File: config.mk
export PLATFORM = sky130hd
export DESIGN_NAME = alu_arbiter
export DESIGN_NICKNAME = d
export VERILOG_FILES = /design/src/rtl/alu_arbiter.sv
export SDC_FILE = /design/constraint.sdc
export NUM_CORES = 1
export LEC_CHECK = 0
export CORE_AREA = 3 3 165 167
export DETAILED_ROUTE_END_ITERATION = 12
export DIE_AREA = 0 0 168 170
export PLACE_DENSITY_LB_ADDON = 0.08
export SLEW_MARGIN = 20
export SYNTH_ARGS = -nofsm -noshare
export SYNTH_HDL_FRONTEND = slang
export SYNTH_SLANG_ARGS = --single-unit
File: constraint.sdc
create_clock -name clk_i -period 2.6 [get_ports clk_i]
set_input_delay 0.78 -clock clk_i [delete_from_list [all_inputs] [get_ports clk_i]]
set_output_delay 0.78 -clock clk_i [all_outputs]
set_load 0.01 [all_outputs]
File: src/rtl/alu_arbiter.sv
// Round-robin arbiter/sequencer sharing one external combinational ALU among NREQ requesters.
// Define ALU_ARB_FIXED_PRI_EN for fixed priority (lowest asserted index wins, no rotating pointer).
module alu_arbiter #(
  parameter int NREQ   = 4,
  parameter int WIDTH  = 32,
  parameter int CTRL_W = 4
) (
  input  logic                   clk_i,
  input  logic                   rst_i,
  input  logic [NREQ-1:0]        req_i,
  input  logic [NREQ*WIDTH-1:0]  src1_i,
  input  logic [NREQ*WIDTH-1:0]  src2_i,
  input  logic [NREQ*CTRL_W-1:0] ctrl_i,
  output logic [NREQ-1:0]        gnt_o,
  output logic [NREQ-1:0]        done_o,
  output logic [WIDTH-1:0]       result_o,
  output logic                   zero_o,
  output logic                   busy_o,
  output logic [WIDTH-1:0]       alu_src1_o,
  output logic [WIDTH-1:0]       alu_src2_o,
  output logic [CTRL_W-1:0]      alu_ctrl_o,
  input  logic [WIDTH-1:0]       alu_result_i,
  input  logic                   alu_zero_i,
  output logic [1:0]             state_o
);

  localparam int PTR_W = (NREQ > 1) ? $clog2(NREQ) : 1;

  typedef enum logic [1:0] {IDLE = 2'd0, EXEC = 2'd1, DONE = 2'd2} state_t;

  state_t             state_q, state_d;
  logic [PTR_W-1:0]   win_q, win_idx;
  logic               found;
  logic [NREQ-1:0]    gnt_q, done_q;
  logic [WIDTH-1:0]   result_q, src1_q, src2_q, sel_src1, sel_src2;
  logic [CTRL_W-1:0]  ctrl_q, sel_ctrl;
  logic               zero_q;
  logic [PTR_W-1:0]   ptr_q;

  // Winner search: candidates visited in order ptr, ptr+1, ... with explicit wrap
  // so non-power-of-two NREQ never lands on a nonexistent requester.
  always_comb begin
    logic [PTR_W:0]   sum;
    logic [PTR_W-1:0] cand;
    found   = 1'b0;
    win_idx = '0;
    sum     = '0;
    cand    = '0;
    for (int i = 0; i < NREQ; i++) begin
`ifdef ALU_ARB_FIXED_PRI_EN
      sum = (PTR_W+1)'(i);
`else
      sum = {1'b0, ptr_q} + (PTR_W+1)'(i);
      if (sum >= (PTR_W+1)'(NREQ)) sum = sum - (PTR_W+1)'(NREQ);
`endif
      cand = sum[PTR_W-1:0];
      if (!found && req_i[cand]) begin
        found   = 1'b1;
        win_idx = cand;
      end
    end
  end

  always_comb begin
    sel_src1 = '0;
    sel_src2 = '0;
    sel_ctrl = '0;
    for (int i = 0; i < NREQ; i++) begin
      if (PTR_W'(i) == win_idx) begin
        sel_src1 = src1_i[i*WIDTH +: WIDTH];
        sel_src2 = src2_i[i*WIDTH +: WIDTH];
        sel_ctrl = ctrl_i[i*CTRL_W +: CTRL_W];
      end
    end
  end

  always_ff @(posedge clk_i) begin
    if (rst_i) state_q <= IDLE;
    else       state_q <= state_d;
  end

  always_comb begin
    state_d = state_q;
    case (state_q)
      IDLE, DONE: state_d = found ? EXEC : IDLE;
      EXEC:       state_d = DONE;
      default:    state_d = IDLE;
    endcase
  end

  always_ff @(posedge clk_i) begin
    if (rst_i) begin
      win_q    <= '0;
      gnt_q    <= '0;
      done_q   <= '0;
      result_q <= '0;
      zero_q   <= 1'b0;
      src1_q   <= '0;
      src2_q   <= '0;
      ctrl_q   <= '0;
    end else begin
      gnt_q  <= '0;
      done_q <= '0;
      if ((state_q == IDLE || state_q == DONE) && found) begin
        win_q  <= win_idx;
        gnt_q  <= NREQ'(1) << win_idx;
        src1_q <= sel_src1;
        src2_q <= sel_src2;
        ctrl_q <= sel_ctrl;
      end else if (state_q == EXEC) begin
        result_q <= alu_result_i;
        zero_q   <= alu_zero_i;
        done_q   <= NREQ'(1) << win_q;
      end
    end
  end

`ifdef ALU_ARB_FIXED_PRI_EN
  assign ptr_q = '0;
`else
  // Pointer advances only on completion, so a waiting requester keeps its place.
  always_ff @(posedge clk_i) begin
    if (rst_i) begin
      ptr_q <= '0;
    end else if (state_q == EXEC) begin
      if (win_q == PTR_W'(NREQ-1)) ptr_q <= '0;
      else                         ptr_q <= win_q + PTR_W'(1);
    end
  end
`endif

  assign gnt_o      = gnt_q;
  assign done_o     = done_q;
  assign result_o   = result_q;
  assign zero_o     = zero_q;
  assign busy_o     = (state_q == EXEC);
  assign alu_src1_o = src1_q;
  assign alu_src2_o = src2_q;
  assign alu_ctrl_o = ctrl_q;
  assign state_o    = state_q;

endmodule

==> results of run 1 <==
[flip-flops by register name (all words and copies together), names as in the netlist]
signal / count
gnt_o: 4
ptr_q: 2
result_o: 32
done_o: 4
win_q: 2
zero_o: 1
state_o: 2
alu_src2_o: 32
alu_src1_o: 32
alu_ctrl_o: 4
[routing by layer]
| layer | vias to the layer above | global-route usage [%] | share of wire, % |
|---|---|---|---|
| met5 | - | 0 | 0 |
| met4 | 0 | 5.55 | 1.9 |
| met3 | 31 | 5.62 | 7.1 |
| met1 | 3045 | 21.9 | 41 |
| li1 | 3245 | - | - |
| met2 | 240 | 32.3 | 50 |
[stage by stage]
stage	util [%]	setup WS, ps
final	43.5	128
after global routing	43.5	-0.110
after CTS	43.5	106
after detailed placement	41.3	-336
after global placement	41.3	-282
after floorplan	-	381
[worst paths after layout]
path | cells past startpoint | end | slack, ps
max | 8 | alu_src1_o[13] | 130
max reg2reg | 7 | alu_src1_o[13] | 580
min reg2reg | 2 | result_o[15] | 450
min | 2 | result_o[15] | 450
[worst max-delay path, cell delays in order]
cell and delay (ps):
clkdlybuf4s50_1 460, a21o_1 210, a21oi_2 140, o22a_4 230, nand2b_4 210, buf_12 200, o22ai_1 100, a2111oi_1 410
[where the power goes]
part           total [mW]  internal (mW)  switching [mW]
clock                2.32           1.35           0.969
combinational        1.96           1.14           0.827
sequential           2.04           1.95          0.0951
total                6.32           4.43            1.89
[final cells by class]
type	count	share of cell area, %
Tap cell	335	3.72
Inverter	3	0.0998
Clock inverter	14	1.28
Multi-Input combinational cell	480	29.3
Sequential cell	115	20.4
Clock buffer	18	3.80
Antenna cell	1	0.0222
Timing Repair Buffer	454	41.4
[cell families after synthesis]
family / after synthesis / synth area share, %
simple gates: 230 / 15.3
compound gates: 180 / 26.6
mux: 69 / 13.1
buf+inv: 67 / 5.99
flops: 115 / 38.8
fa+ha+maj: 1 / 0.211
[cell usage after synthesis, types with 2 or more instances]
library cell  count
nor2_1          142
dfxtp_1         115
nand2_1          74
o22ai_1          68
mux2_1           65
a2111oi_2        45
a21oi_1          39
clkbuf_1         29
buf_2            19
a2111oi_1        18
buf_6             7
buf_1             5
a2111oi_0         4
nand2b_1          4
buf_4             3
a21o_1            2
and3_1            2
inv_1             2
mux2_2            2
mux2i_1           2
==> results.cfg, run 1 <==
[synthesis]
syn_inst = 662
yosys.cell_types.count = 35
ys_warn_count = 0
synth.cell_area_um2 = 5930
syn_area_per_cell_um2 = 8.95
ys_ff_latch = 115
synth.top_cell.area_share_pct = 38.8
yosysSeqAreaShare_pct = 38.8
synth-edff-count = 0
async_flop_share_pct = 0
synth_area_leaders = dfxtp_1 (39%), mux2_1 (12%), a2111oi_2 (11%), nor2_1 (9.0%), o22ai_1 (7.2%)
synth_nets = 974
synth_area_leader_cell = dfxtp_1
synth_top_flop_cell = dfxtp_1

[drt]
dr.pass1.iters = 4
vias = 6561
wire_per_inst_um = 19.5
drc = 0
drt-vias-per-instance = 4.62
drt_iter0_markers = 218
drtAntennaViolNets = 0
drt-total-wl_um = 27700

[worst_setup_path]
critPathLaunchType = primary input
end_kind = register
worstReg2RegStart = ptr_q[0]
worstPathRequired_ps = 2900
critPathMaxFanout = 28
arrival_ps = 2770
path_class = in -> reg
critPathLaunch = req_i[0]

[timing]
worst_pin_slew_ps = 467
tns_ps = 0
fin_crit_ps = 2470
setup_viol = 0
min_period_over_period_pct = 95.1
finalHoldViolations = 0
hold-worst-slack_ps = 451
clock.fmax_mhz = 404
relSlewSlack_pct = 68.8
finalClockSkew_ps = 8.78
drv_slew = 0
rsz0062_at_grt = true

[clock_tree]
clock_path_buffers = 2
cts_resized = 0
clk_pin_slew_ps = 60
clock_latency_ps = 420
cts_tree = yes
clock-sinks = 115
htreeDepth = 4
cts_root_buf = clkbuf_16
cts_inserted_buffers = 17
cts_hold_buf = 0
postCtsSetupRepairBufs = 0

[global_routing]
grt_max_degree = 58
overflow = 0
grt_pass1_wl_um = 40900
antenna_found_initial = 1
grt_pass1_vias = 6687
grt_util_all_layers_pct = 18.5

[floorplanning]
io_pins = 423
dieArea_um2 = 28600
rows = 59
die_y_um = 170
die_w_um = 168
start_util_pct = 22.9
core_area_um2 = 25900

[finish]
mostFrequentLayoutCell = clkdlybuf4s50_1
multi_input_area_um2 = 3300
layout.cells.non_filler = 1420
areaGrowthSynthToFinish_pct = 90.3
fin_nets = 1383
nFillCells = 2570
seq_area_um2 = 2300
final_area_um2 = 11300
drive_gt1_share_pct = 10.8
final_cell_mix = clkdlybuf4s50_1 (421), nor2_1 (142), dfxtp_1 (115)

[pwr]
p_total_mw = 6.32
powerDensity_nw_per_um2 = 560
leakage_nw = 4.12
peakVddDrop_mv = 0.368

[placed_design]
io_buffers = 422
dp_cells = 1387
placed_cell_area_um2 = 10700
dp_hpwl_um = 20900
place.gp.congestion = 0.803

[hold_path]
hp-class = reg -> reg
worst_hold_startpoint = result_o[15]

[outcome]
status = complete, no violations

[flow_run]
cap_viol_max_count = 0
Power figures use the tool's default switching activity.
==> run 2: changes to the inputs <==
--- a/config.mk
+++ b/config.mk
@@ -9,7 +9,7 @@
 export DETAILED_ROUTE_END_ITERATION = 12
 export DIE_AREA = 0 0 168 170
 export PLACE_DENSITY_LB_ADDON = 0.08
-export SLEW_MARGIN = 20
+export SLEW_MARGIN = 25
 export SYNTH_ARGS = -nofsm -noshare
 export SYNTH_HDL_FRONTEND = slang
 export SYNTH_SLANG_ARGS = --single-unit
==> results of run 2 <==
Same layout as run 1: the final DEF is identical, and so are final timing and power.
==> run 3: changes to the inputs <==
--- a/config.mk
+++ b/config.mk
@@ -6,10 +6,10 @@
 export NUM_CORES = 1
 export LEC_CHECK = 0
 export CORE_AREA = 3 3 165 167
+export CTS_CLUSTER_SIZE = 40
 export DETAILED_ROUTE_END_ITERATION = 12
 export DIE_AREA = 0 0 168 170
 export PLACE_DENSITY_LB_ADDON = 0.08
-export SLEW_MARGIN = 25
 export SYNTH_ARGS = -nofsm -noshare
 export SYNTH_HDL_FRONTEND = slang
 export SYNTH_SLANG_ARGS = --single-unit
==> results of run 3 <==
Same layout as run 1: the final DEF is identical, and so are final timing and power.
